--- src/rtl/int2flt_pkg.sv ---
// -----------------------------------------------------------------------------
// int2flt_pkg
// Shared constants, state encoding and float packing helper for the
// integer-to-float converter (int2flt_seq) and its leading-zero detector.
//
// Float word layout (FLT_W = 12 bits):
//   [11]   sign
//   [10:7] exponent, value = 0.frac x 2^exp
//   [6:0]  fraction bits below the leading one
// The fraction is normalized, so frac[7] is 1 whenever exp != 0 and 0 for a
// zero result. That bit is therefore implied by the exponent and is not
// stored, which lets the 1 + 4 + 8 bit float fit into the 12-bit word.
// -----------------------------------------------------------------------------
package int2flt_pkg;

    localparam int INT_W  = 8;              // sign-magnitude integer width
    localparam int EXP_W  = 4;              // unsigned exponent width
    localparam int FRAC_W = 8;              // fraction width including the leading one
    localparam int MAG_W  = INT_W - 1;      // magnitude bits of the integer
    localparam int LZC_W  = 3;              // leading-zero count width (0..7)
    localparam int FLT_W  = 1 + EXP_W + FRAC_W - 1;

    // Float field bit positions
    localparam int SIGN_BIT = 11;
    localparam int EXP_MSB  = 10;
    localparam int EXP_LSB  = 7;
    localparam int FRAC_MSB = 6;
    localparam int FRAC_LSB = 0;

    localparam logic [EXP_W-1:0] EXP_MAX  = 4'd7;   // exponent of a magnitude with bit 6 set
    localparam logic [EXP_W-1:0] EXP_ONE  = 4'd1;
    localparam logic [EXP_W-1:0] EXP_ZERO = 4'd0;

    typedef enum logic [1:0] {
        IDLE = 2'd0,
        NORM = 2'd1,
        DONE = 2'd2
    } state_e;

    // Pack sign, exponent and the stored fraction bits into the float word
    function automatic logic [FLT_W-1:0] flt_pack(
        input logic                sign,
        input logic [EXP_W-1:0]    exp,
        input logic [FRAC_W-2:0]   frac_lo
    );
        logic [FLT_W-1:0] flt;
        flt                     = {FLT_W{1'b0}};
        flt[SIGN_BIT]           = sign;
        flt[EXP_MSB:EXP_LSB]    = exp;
        flt[FRAC_MSB:FRAC_LSB]  = frac_lo;
        return flt;
    endfunction

endpackage

--- src/rtl/int2flt_lzd.sv ---
// -----------------------------------------------------------------------------
// int2flt_lzd
// 7-bit priority encoder: counts leading zeros of the integer magnitude.
// A zero magnitude returns 7.
//
// Ports:
//   mag  in   [MAG_W-1:0]  integer magnitude
//   lzc  out  [LZC_W-1:0]  number of zeros above the leading one (0..7)
// -----------------------------------------------------------------------------
module int2flt_lzd
    import int2flt_pkg::*;
(
    input  logic [MAG_W-1:0] mag,
    output logic [LZC_W-1:0] lzc
);

    // Priority encode from the MSB downwards
    always_comb begin
        lzc = 3'd7;
        casez (mag)
            7'b1??????: lzc = 3'd0;
            7'b01?????: lzc = 3'd1;
            7'b001????: lzc = 3'd2;
            7'b0001???: lzc = 3'd3;
            7'b00001??: lzc = 3'd4;
            7'b000001?: lzc = 3'd5;
            7'b0000001: lzc = 3'd6;
            default:    lzc = 3'd7;
        endcase
    end

endmodule

--- src/rtl/int2flt_seq.sv ---
// -----------------------------------------------------------------------------
// int2flt_seq
// Converts an 8-bit sign-magnitude integer into a normalized float
// {sign, exp, frac} with value 0.frac x 2^exp. The conversion is exact.
// Ready/valid handshake on both sides; one conversion in flight at a time.
//
// Build option:
//   INT2FLT_LZD_EN  when defined, normalization is done in one step with a
//                   leading-zero detector and the result is valid one cycle
//                   after accept. Otherwise an iterative shifter normalizes
//                   one bit per cycle. Both builds give identical results.
//
// Ports:
//   clk        in   clock, rising edge
//   reset      in   asynchronous active-high reset
//   in_valid   in   in_data is valid
//   in_data    in   [7:0]  sign-magnitude integer (bit 7 sign)
//   in_ready   out  block can accept a new integer (IDLE only)
//   out_valid  out  out_flt holds a finished result (DONE only)
//   out_flt    out  [11:0] {sign, exp[3:0], frac[6:0]}, frac[7] implied by exp != 0
//   out_ready  in   downstream accepts out_flt
// -----------------------------------------------------------------------------
module int2flt_seq
    import int2flt_pkg::*;
(
    input  logic             clk,
    input  logic             reset,
    input  logic             in_valid,
    input  logic [INT_W-1:0] in_data,
    output logic             in_ready,
    output logic             out_valid,
    output logic [FLT_W-1:0] out_flt,
    input  logic             out_ready
);

    state_e           state_r;
    state_e           state_nxt_s;
    logic             in_ready_r;
    logic             out_valid_r;
    logic [FLT_W-1:0] out_flt_r;
    logic             flt_load_s;
    logic [FLT_W-1:0] flt_nxt_s;

`ifdef INT2FLT_LZD_EN
    logic [LZC_W-1:0] lzc_s;
    logic [MAG_W-1:0] mag_shift_s;
    logic [EXP_W-1:0] lzd_exp_s;

    int2flt_lzd u_lzd (
        .mag (in_data[MAG_W-1:0]),
        .lzc (lzc_s)
    );

    // Single-step normalization: shift the leading one up to the top bit
    always_comb begin
        mag_shift_s = in_data[MAG_W-1:0] << lzc_s;
        if (mag_shift_s[MAG_W-1]) begin
            lzd_exp_s = EXP_MAX - {1'b0, lzc_s};
        end else begin
            lzd_exp_s = EXP_ZERO;
        end
    end
`else
    logic              sign_r;
    logic [EXP_W-1:0]  exp_r;
    logic [FRAC_W-1:0] frac_r;
    logic              sign_nxt_s;
    logic [EXP_W-1:0]  exp_nxt_s;
    logic [FRAC_W-1:0] frac_nxt_s;
`endif

    // Next-state, datapath and result-load decisions
    always_comb begin
        state_nxt_s = state_r;
        flt_load_s  = 1'b0;
        flt_nxt_s   = out_flt_r;
`ifndef INT2FLT_LZD_EN
        sign_nxt_s  = sign_r;
        exp_nxt_s   = exp_r;
        frac_nxt_s  = frac_r;
`endif
        case (state_r)
            IDLE: begin
                if (in_valid) begin
`ifdef INT2FLT_LZD_EN
                    state_nxt_s = DONE;
                    flt_load_s  = 1'b1;
                    flt_nxt_s   = flt_pack(in_data[INT_W-1], lzd_exp_s,
                                           {mag_shift_s[MAG_W-2:0], 1'b0});
`else
                    // Start with the magnitude under the binary point at 2^7
                    state_nxt_s = NORM;
                    sign_nxt_s  = in_data[INT_W-1];
                    frac_nxt_s  = {in_data[MAG_W-1:0], 1'b0};
                    exp_nxt_s   = EXP_MAX;
`endif
                end else begin
                    state_nxt_s = IDLE;
                end
            end
`ifndef INT2FLT_LZD_EN
            NORM: begin
                if (frac_r == 8'h00) begin
                    state_nxt_s = DONE;
                    exp_nxt_s   = EXP_ZERO;
                    flt_load_s  = 1'b1;
                    flt_nxt_s   = flt_pack(sign_r, EXP_ZERO, 7'h00);
                end else if (frac_r[FRAC_W-1]) begin
                    state_nxt_s = DONE;
                    flt_load_s  = 1'b1;
                    flt_nxt_s   = flt_pack(sign_r, exp_r, frac_r[FRAC_W-2:0]);
                end else begin
                    // Leading one is at most 6 shifts away, so exp stops at 1
                    state_nxt_s = NORM;
                    frac_nxt_s  = {frac_r[FRAC_W-2:0], 1'b0};
                    exp_nxt_s   = exp_r - EXP_ONE;
                end
            end
`endif
            DONE: begin
                if (out_ready) begin
                    state_nxt_s = IDLE;
                end else begin
                    state_nxt_s = DONE;
                end
            end
            default: begin
                state_nxt_s = IDLE;
            end
        endcase
    end

    // Control state and registered handshake outputs
    always_ff @(posedge clk or posedge reset) begin
        if (reset) begin
            state_r     <= IDLE;
            in_ready_r  <= 1'b1;
            out_valid_r <= 1'b0;
            out_flt_r   <= 12'h000;
        end else begin
            state_r     <= state_nxt_s;
            in_ready_r  <= (state_nxt_s == IDLE);
            out_valid_r <= (state_nxt_s == DONE);
            if (flt_load_s) begin
                out_flt_r <= flt_nxt_s;
            end else begin
                out_flt_r <= out_flt_r;
            end
        end
    end

`ifndef INT2FLT_LZD_EN
    // Iterative normalization working registers
    always_ff @(posedge clk or posedge reset) begin
        if (reset) begin
            sign_r <= 1'b0;
            exp_r  <= 4'd0;
            frac_r <= 8'h00;
        end else begin
            sign_r <= sign_nxt_s;
            exp_r  <= exp_nxt_s;
            frac_r <= frac_nxt_s;
        end
    end
`endif

    assign in_ready  = in_ready_r;
    assign out_valid = out_valid_r;
    assign out_flt   = out_flt_r;

endmodule
--- config.mk ---
export PLATFORM = sky130hd
export DESIGN_NAME = int2flt_seq
export DESIGN_NICKNAME = d
export VERILOG_FILES = /design/src/rtl/int2flt_pkg.sv /design/src/rtl/int2flt_lzd.sv /design/src/rtl/int2flt_seq.sv
export SDC_FILE = /design/constraint.sdc
export NUM_CORES = 1
export LEC_CHECK = 0
export BUFFER_PORTS_ARGS = -buffer_cell sky130_fd_sc_hd__buf_2
export CORE_MARGIN = 2
export CORE_UTILIZATION = 30
export DETAILED_ROUTE_END_ITERATION = 8
export SYNTH_ARGS = -nofsm -noshare
export SYNTH_HDL_FRONTEND = slang
export SYNTH_HIERARCHICAL = 1
export SYNTH_SLANG_ARGS = --single-unit
--- constraint.sdc ---
create_clock -name clk -period 2.3 [get_ports clk]
set_clock_uncertainty 0.05 [all_clocks]
set_input_delay 0.23 -clock clk [delete_from_list [all_inputs] [get_ports clk]]
set_output_delay 0.23 -clock clk [all_outputs]
set_load 0.005 [all_outputs]
Yosys cells after proc, flatten, opt, wreduce, memory -nomap -nowiden:

Index checks and enable logic that the tools add are counted.

* add/subtract/negate cells: 1
* reductions and logical operators: 10
* muxes and demuxes: 18
* equal/unequal tests: 7

Operators with widths (count)
* $mux W12: 2
* $mux W8: 3
* $pmux W8 S2: 1
* $mux W4: 3
* $reduce_and A3 Y1: 3
* $logic_not A8 Y1: 1
* $pmux W4 S2: 1
* $mux W2: 3
* $ne A2 B2 Y1 const B: 3
* $pmux W2 S3: 1
* $eq A2 B2 Y1 const B: 2
* $logic_not A2 Y1: 2
* $mux W1: 4
* $reduce_and A4 Y1: 1
* $reduce_bool A2 Y1: 2
* $sub A4 B1 Y4 const B: 1
* $ne A3 B3 Y1 const B: 1
* $eq A2 B1 Y1 const B: 1
* $reduce_and A2 Y1: 1

* word-level logic and storage cells: 44
* input bits: 12
* flip-flop bits (word level): 29

Longest topological paths before layout:

Gate-level depths: netlist of run 1.

* depth in word-level cells: 4
* gate-level depth with buffers: 6
* mapped depth without buffers: 5

Worst setup path after synthesis of run 1:

Ideal clock, no wire load.

* path type: register to register
* start point: register state_r[1]
* end point: register frac_r[5]
* arrival time: 1500 ps
* library setup time: 125 ps
* period minus slack after synthesis: 1675 ps
* slack: 625 ps
* path buffers: 2
* cell stages (with the launch flop): 7
* required time: 2125 ps
* cells stage by stage: dfrtp_1 > buf_4 > or3b_1 > buf_2 > a21oi_2 > nor2_2 > mux2_4

* word-level cells in the longest chain between the ends: 3
* elaborated cells on any way between the ends: 8

Ends and longest elaborated chain
* start, declared: line int2flt_seq.sv:36 `state_e state_r;`
* start signal, assigned: line int2flt_seq.sv:141 `state_r <= state_nxt_s;`
* $eq A2 B1 Y1 or $logic_not A2 Y1 (tied branches): line int2flt_seq.sv:82 `case (state_r)`
* $ne A2 B2 Y1 (no line) or $reduce_bool A2 Y1 (tied branches)
* $reduce_and A4 Y1 (no line)
* end signal, assigned: line int2flt_seq.sv:162 `frac_r <= frac_nxt_s;`
* end, declared: line int2flt_seq.sv:66 `logic [FRAC_W-1:0] frac_r;`

Parallel ways exist; a longest one is shown, timed or not.
A chain may end at the register's enable or synchronous reset.

Final worst setup path of run 1:

* start point: register state_r[0]
* end point: register frac_r[6]

Same word-level chain as after synthesis.

==> flow_summary.toml, run 1 <==
[yosys]
ys.flop_type = "dfrtp_1"
synth_seq_area_share_pct = 55.71
synthTopCellsByArea = "dfrtp_1, a22o_1, o21ai_0"
synth_edf_count = 0
synth_cells = 117
async_reset_ff_share_pct = 100.0
syn-num-nets = 130
synth_top_cell_area_share_pct = 53.62
ys_warn_count = 6
avgSynthCellArea_um2 = 10.77
synthDistinctLibCells = 33
syn-cell-area_um2 = 1260
ys_seq_elements = 28
yosysTopAreaCell = "dfrtp_1"

[place]
place.gp.congestion = 0.8262
io_buffers = 25
place_area_um2 = 1426
place_ws_ps = 460.2
hpwl_um = 2003

[clock_network]
cts_setup_buffers = 0
path_clk_slew_ps = 100
cts_buffers = 3
cts_hold_buf = 1
ctsHtreeMaxLevel = 1
cts_sinks = 28
cts_tree = "done"
cts-root-buf = "clkbuf_8"
post_cts_resized = 0
cts_max_path_buffers = 2
clk-insertion-delay-late_ps = 280

[cells_and_area]
areaGrowthSynthToFinish_pct = 18.37
drive_gt1_share_pct = 27.27
finalNetCount = 157
final_util_pct = 37.02
layout_common_cells = "dfrtp_1, buf_2, nand2_1"
diodes = 0
final_common_cell = "dfrtp_1"
fin_area_um2 = 1491

[global_route]
grt_pass1_wl_um = 4436
grt_max_degree = 29
grt_pass1_vias = 914
grt.total_usage_pct = 12.85
grt_overflow_total = 0
antenna_found_initial = 0

[setup_path]
crit_type = "reg -> reg"
cp.required_ps = 2410
cp_max_fo = 9
worst_setup_path_end_kind = "flip-flop"
start_kind = "flip-flop"
reg2reg_slack_ps = 430
cp.arrival_ps = 1980

[drt]
routed_wl_um = 2684
wl_per_cell_um = 13.91
postRouteAntennaNets = 0
drtIter0Drc = 43
via_per_inst = 5.047
vias = 974
post-route-drc-count = 0
dr.pass1.iters = 4

[floorplanning]
die_h_um = 68.81
ios = 26
initial_core_util_pct = 31.27
core_um2 = 4029
design.die.area_um2 = 4734
num_rows = 23
die_w_um = 68.81

[sta]
maxSlewViolCount = 0
period_share_pct = 81.49
hold_viol_final = 0
tightest_slew_ps = 641.9
rsz0062_at_grt = "false"
timing.setup.tns_ps = 0
period_minus_slack_ps = 1874
fmax_mhz = 533.6
timing.slew.headroom_pct = 57.05
setup_ws_ps = 425.8
setup_violations = 0

[power]
p_leak_nw = 0.7545
ir_worst_vdd_uv = 445.1
powerDensity_nw_per_um2 = 1249

[min_path]
hp-class = "in -> reg"

[run_status]
status = "complete, no violations"

[job]
cap_violations = 0
[worst paths after layout]
path                                 startpoint                endpoint  cells past startpoint
setup reg to reg           state_r[0]$_DFF_PP0_   frac_r[6]$_DFFE_PP0P_                      4
min in group asynchronous                 reset  out_flt[2]$_DFFE_PP0P_                      4
setup / recovery           state_r[0]$_DFF_PP0_   frac_r[6]$_DFFE_PP0P_                      4
hold / removal                       in_data[7]      sign_r$_DFFE_PP0N_                      3
max in group asynchronous                 reset      in_ready$_DFF_PP1_                      4
hold reg to reg              sign_r$_DFFE_PP0N_      sign_r$_DFFE_PP0N_                      2
[report_power, final]
group | leakage (nW) | internal, mW | switching (mW)
Clock | 0.0288 | 0.153 | 0.147
Sequential | 0.343 | 0.690 | 0.185
Combinational | 0.383 | 0.331 | 0.355
Total | 0.754 | 1.17 | 0.688
[Yosys cell counts (2+ instances only)]
library cell and n:
and3_1 3, inv_1 7, o21ai_0 12, nand3_1 3, nand2_1 16, mux2_2 2, dfrtp_1 27, and2_1 2
buf_4 2, nor2_1 4, buf_2 2, a22o_1 11, nor2b_1 2, nor4_1 2, a21oi_1 3, mux2_4 2
[through the flow]
| stage | hold WS, ps | cells | power, mW |
|---|---|---|---|
| after floorplan | 244.7 | 117 | 1.356 |
| after global placement | 251.3 | 188 | 1.546 |
| after detailed placement | 264.3 | 188 | 1.573 |
| after CTS | 87.59 | 193 | 1.885 |
| after global routing | 114.2 | 193 | 2.034 |
| final | 88.48 | 193 | 1.862 |
[final cells by class]
class                      count  area, um^2
fill                         429        2537
sequential                    28       701.9
multi-input combinational     77       503.0
timing repair buffer          27       142.6
tap                           50       62.56
clock buffer                   4       55.05
inverter                       7       26.28
[worst max-delay path, stage by stage (launching register included)]
cell     delay (ps)
dfrtp_1         530
or3b_1          520
a21oi_2         230
nor2_2          120
mux2_4          310
[cell families after synthesis]
kind of cell               synth area share [%]
and+or+nand+nor                           15.79
DFF                                       55.71
adders and majority gates                0.9929
AOI/OAI and AO/OA                         18.97
buffers and inverters                     4.369
muxes                                     4.171
[sequential cells by signal (all words and copies together) (netlist names)]
name,cells
frac_r,7
state_r,2
sign_r,1
out_valid,1
out_flt,12
in_ready,1
exp_r,4
[per-layer routing]
layer	track usage (%)	part of all wire, %	vias up
met5	0	0	-
met4	5.392	1.7	0
met3	2.597	3.6	4
met2	20.43	47	27
met1	16.99	47	471
li1	-	-	472
No activity file was read; power rests on OpenSTA's default activity.
==> run 2: changes to the inputs <==
Clock period 2.3 ns to 1.6 ns, I/O delays scaled along.
==> flow_summary.toml, run 2 (synthesis gave the netlist of run 1 again) <==
[min_path]
min_delay_path_depth = 3
worstHoldStart = "in_data[7]"
hp-class = "in -> reg"
min_to = "sign_r$_DFFE_PP0N_"

[clock_network]
path_clk_slew_ps = 100
cts_sinks = 28
cts_max_path_buffers = 2
ctsHtreeMaxLevel = 1
cts_buffers = 3
cts_tree = "done"
cts-root-buf = "clkbuf_8"
clk-insertion-delay-late_ps = 270

[drt]
wl_per_cell_um = 13.92
met2_length_um = 1292
postRouteAntennaNets = 0
via_per_inst = 4.850
drtIter0Drc = 57
vias = 1033
wl_met3_um = 137
highest-signal-layer = "met4"
dr.pass1.iters = 4
routedLengthMet1_um = 1493
routed_wl_um = 2965
post-route-drc-count = 0

[cells_and_area]
seq_area_um2 = 701.9
diodes = 0
finalNetCount = 177
final_common_cell = "dfrtp_1"
areaGrowthSynthToFinish_pct = 36.35
nFillCells = 405
multi_input_area_um2 = 550.5
layout_common_cells = "dfrtp_1, buf_2, buf_4"
largest_reg_flops = 12
drive_gt1_share_pct = 39.26

[place]
place.gp.congestion = 0.8240
io_buffers = 25
place_ws_ps = -19.31
hpwl_um = 2142

[sta]
hold_viol_final = 0
maxSlewViolCount = 0
whs_ps = 19.39
rsz0062_at_grt = "true"
period_share_pct = 97.57
timing.setup.tns_ps = 0
setup_violations = 0
period_minus_slack_ps = 1561
fmax_mhz = 640.6
tightest_slew_ps = 386.5
timing.slew.headroom_pct = 74.21
setup_ws_ps = 38.91

[power]
p_leak_nw = 0.8764
p_comb_share_pct = 46.4
internal_power_mw = 2.116
switching_share_pct = 35.21
powerDensity_nw_per_um2 = 1901
power.switching_mw = 1.150
ir_worst_vdd_uv = 821.1
pwr-share-seq_pct = 36.6
p_clk_share_pct = 17.0
power_mw = 3.266

[global_route]
grt_overflow_total = 0
grt.total_usage_pct = 14.07
grt_pass1_vias = 975
grt_max_degree = 29
antenna_found_initial = 0
grt_pass1_wl_um = 4830

[setup_path]
worst_setup_path_end_kind = "flip-flop"
reg2reg_depth = 5
crit_type = "reg -> reg"
cp.required_ps = 1720
cp.arrival_ps = 1680
reg2reg_to = "out_flt[3]$_DFFE_PP0P_"
rr_startpoint = "frac_r[1]$_DFFE_PP0P_"
reg2reg_slack_ps = 40
start_kind = "flip-flop"
cp_max_fo = 11

[job]
cap_violations = 0

[floorplanning]
design.die.area_um2 = 4734
num_rows = 23
initial_core_util_pct = 31.27
die_w_um = 68.81
core_um2 = 4029
ios = 26
die_h_um = 68.81

[run_status]
status = "complete, no violations"
[run 2: cell count changes in the layout (fill, tap and decap cells not counted), sizes merged]
cell    delta
clkbuf     -1
buf       +20
bufinv     +1
[run 2: what timing repair did]
item | CTS | global route
buffers inserted | 0 | 4
endpoints found under the setup margin | 10 | 15
pin swaps | 0 | 3
gates resized for setup | 3 | 3
endpoints found under the hold margin | 27 | 0
cloned | 0 | 0
hold buffers | 1 | 0
[run 2: worst max-delay path by stage]
stage | to | depth (start not counted) | slack [ps] | from
2_1_floorplan | frac_r[5]$_DFFE_PP0P_ | 6 | -50 | state_r[1]$_DFF_PP0_
3_3_place_gp | out_flt[3]$_DFFE_PP0P_ | 5 | 50 | frac_r[5]$_DFFE_PP0P_
3_5_place_dp | out_flt[3]$_DFFE_PP0P_ | 5 | -20 | frac_r[5]$_DFFE_PP0P_
4_1_cts | out_flt[3]$_DFFE_PP0P_ | 5 | 20 | frac_r[5]$_DFFE_PP0P_
5_1_grt | out_flt[2]$_DFFE_PP0P_ | 5 | -20 | frac_r[1]$_DFFE_PP0P_
6_report | out_flt[3]$_DFFE_PP0P_ | 5 | 40 | frac_r[1]$_DFFE_PP0P_
[run 2: layout make-up]
| type | count | share of cell area, % |
|---|---|---|
| Inverter | 7 | 1.529 |
| Clock inverter | 1 | 1.748 |
| Tap cell | 50 | 3.642 |
| Multi-Input combinational cell | 77 | 32.05 |
| Sequential cell | 28 | 40.86 |
| Clock buffer | 3 | 2.403 |
| Timing Repair Buffer | 47 | 17.77 |
[run 2: worst max-delay path, cell delays in order (launching register included)]
cell and delay, ps:
dfrtp_1 420, nor4_4 360, and2_4 220, o21ai_4 70, buf_12 160, a22o_1 180
[run 2: metrics by stage]
step	instance area, um^2	util (%)	std cells
floorplan	1289	-	117
global placement	1578	39.16	204
detailed placement	1578	39.16	204
CTS	1673	41.52	209
global route	1718	42.64	213
finish	1718	42.64	213
[run 2: power groups by stage]
stage	clock, mW	combinational (mW)	sequential [mW]
detailed placement	0	1.41	1.19
finish	0.556	1.51	1.20
global placement	0	1.37	1.17
CTS	0.574	1.44	1.19
floorplan	0	0.819	1.18
global route	0.603	1.68	1.23
[run 2: per-layer routing]
| layer | global-route usage (%) | up-vias |
|---|---|---|
| met4 | 4.902 | 0 |
| met2 | 19.95 | 25 |
| li1 | - | 504 |
| met3 | 3.409 | 4 |
| met5 | 0 | - |
| met1 | 20.76 | 500 |
==> run 3: changes to the inputs <==
Settings changed: CTS_CLUSTER_DIAMETER set to 200.
Clock period 1.6 ns to 1.46 ns, I/O delays scaled along.
==> flow_summary.toml, run 3 (synthesis gave the netlist of run 1 again) <==
[run_status]
status = "finished with violations"
failed_checks = "setup timing"

[setup_path]
crit_type = "reg -> reg"
start_kind = "flip-flop"
reg2reg_depth = 5
worst_setup_path_end_kind = "flip-flop"
crit_chain = "nor4_4 > buf_4 > a21oi_4 > nor2_4 > mux2_4"
slowest_stage = "dfrtp_2"
max_stage_delay_ps = 440
cp_max_fo = 3
cp.required_ps = 1570
cp.arrival_ps = 1700

[sta]
period_share_pct = 108.8
tightest_slew_ps = 421.6
whs_ps = 13.39
fmax_mhz = 629.3
setup_ws_ps = -129.0
maxSlewViolCount = 0
timing.slew.headroom_pct = 71.86
setup_violations = 22
hold_viol_final = 0
period_minus_slack_ps = 1589
rsz0062_at_grt = "true"

[floorplanning]
design.die.area_um2 = 4734
die_w_um = 68.81
core_um2 = 4029
num_rows = 23
die_h_um = 68.81
initial_core_util_pct = 31.27
ios = 26

[cells_and_area]
diodes = 0
drive_gt1_share_pct = 51.98
final_util_pct = 47.11
final_common_cell = "buf_4"
fin_area_um2 = 1898
areaGrowthSynthToFinish_pct = 50.65
layout_common_cells = "buf_4, dfrtp_1, buf_2"
largest_reg_flops = 12
finalNetCount = 191

[global_route]
grt_pass1_wl_um = 5313
grt_pass1_vias = 1104
grt.total_usage_pct = 15.57
antenna_found_initial = 0
grt_overflow_total = 0
grt_max_degree = 29

[clock_network]
clk-insertion-delay-late_ps = 270
cts_max_path_buffers = 2
cts_tree = "done"
ctsHtreeMaxLevel = 1
cts_sinks = 28
cts_buffers = 3
cts-root-buf = "clkbuf_8"
path_clk_slew_ps = 100

[place]
place_area_um2 = 1700
io_buffers = 25
hpwl_um = 2430
place.gp.congestion = 0.8148

[drt]
postRouteAntennaNets = 0
via_per_inst = 4.894
post-route-drc-count = 0
dr.pass1.iters = 4
drtIter0Drc = 66
wl_per_cell_um = 15.45
routed_wl_um = 3507
vias = 1111

[power]
powerDensity_nw_per_um2 = 2127
ir_worst_vdd_uv = 1305
p_leak_nw = 0.9639
power_mw = 4.038

[min_path]
hp-class = "in -> reg"
min_delay_path_depth = 3

[job]
cap_violations = 0
[run 3: cell types whose count changed in the layout (fill, tap and decap cells not counted), moves of 2 or more]
cell | before | now
nand2_2 | 0 | 3
dfrtp_2 | 0 | 2
buf_6 | 0 | 6
buf_4 | 20 | 28
o21ai_1 | 0 | 3
dfrtp_1 | 27 | 25
o21ai_0 | 12 | 5
nand2_1 | 16 | 12
o21ai_2 | 0 | 4
[run 3: path summary, 6_finish.rpt]
path	from	endpoint	slack, ps
max	frac_r[7]$_DFFE_PP0P_	frac_r[5]$_DFFE_PP0P_	-130
min	in_data[7]	sign_r$_DFFE_PP0N_	10
max reg2reg	frac_r[7]$_DFFE_PP0P_	frac_r[5]$_DFFE_PP0P_	-130
min reg2reg	out_flt[8]$_DFFE_PP0P_	out_flt[8]$_DFFE_PP0P_	450
max in group asynchronous	reset	in_ready$_DFF_PP1_	630
min in group asynchronous	reset	out_flt[5]$_DFFE_PP0P_	420
[run 3: worst max-delay path: cells and delay by family, from the launching register on]
kind	cells	cell delay, ps
DFF	1	440
and+or+nand+nor	2	430
muxes	1	320
buffers and inverters	1	170
AOI/OAI and AO/OA	1	60
[run 3: report_power, final]
part,total [mW],leakage (nW),internal (mW),switching [mW]
clock network,0.616,0.0357,0.367,0.248
logic,2.10,0.588,1.14,0.959
registers,1.33,0.340,1.09,0.233
[run 3: layer usage]
layer  up-vias  part of all wire, %  GRT usage [%]
li1        534                    -              -
met1       543                   46          20.94
met2        28                   49          25.00
met3         6                  3.5          4.708
met4         0                  1.1          2.941
met5         -                    0              0
[run 3: layout make-up]
type                            instances  area (um^2)
Clock buffer                            3        41.29
Clock inverter                          1        30.03
Fill cell                             384         2131
Inverter                                7        26.28
Multi-Input combinational cell         77        600.6
Sequential cell                        28        704.4
Tap cell                               50        62.56
Timing Repair Buffer                   61        432.9
[run 3: through the flow]
| stage | worst slack, ps | setup TNS, ps | std cells |
|---|---|---|---|
| after floorplan | -189.3 | -907.3 | 117 |
| after global placement | -86.91 | -812.4 | 218 |
| after detailed placement | -115.2 | -1730 | 218 |
| after CTS | -100.7 | -906.1 | 228 |
| after global routing | -184.6 | -2747 | 227 |
| final | -129.0 | -1319 | 227 |
[run 3: what timing repair did]
action / CTS / global route
hold buffers: 1 / 0
resized for setup: 14 / 17
pin swaps: 4 / 3
setup buffers: 5 / 1
setup endpoints to repair: 18 / 27
hold endpoints to repair: 27 / 0
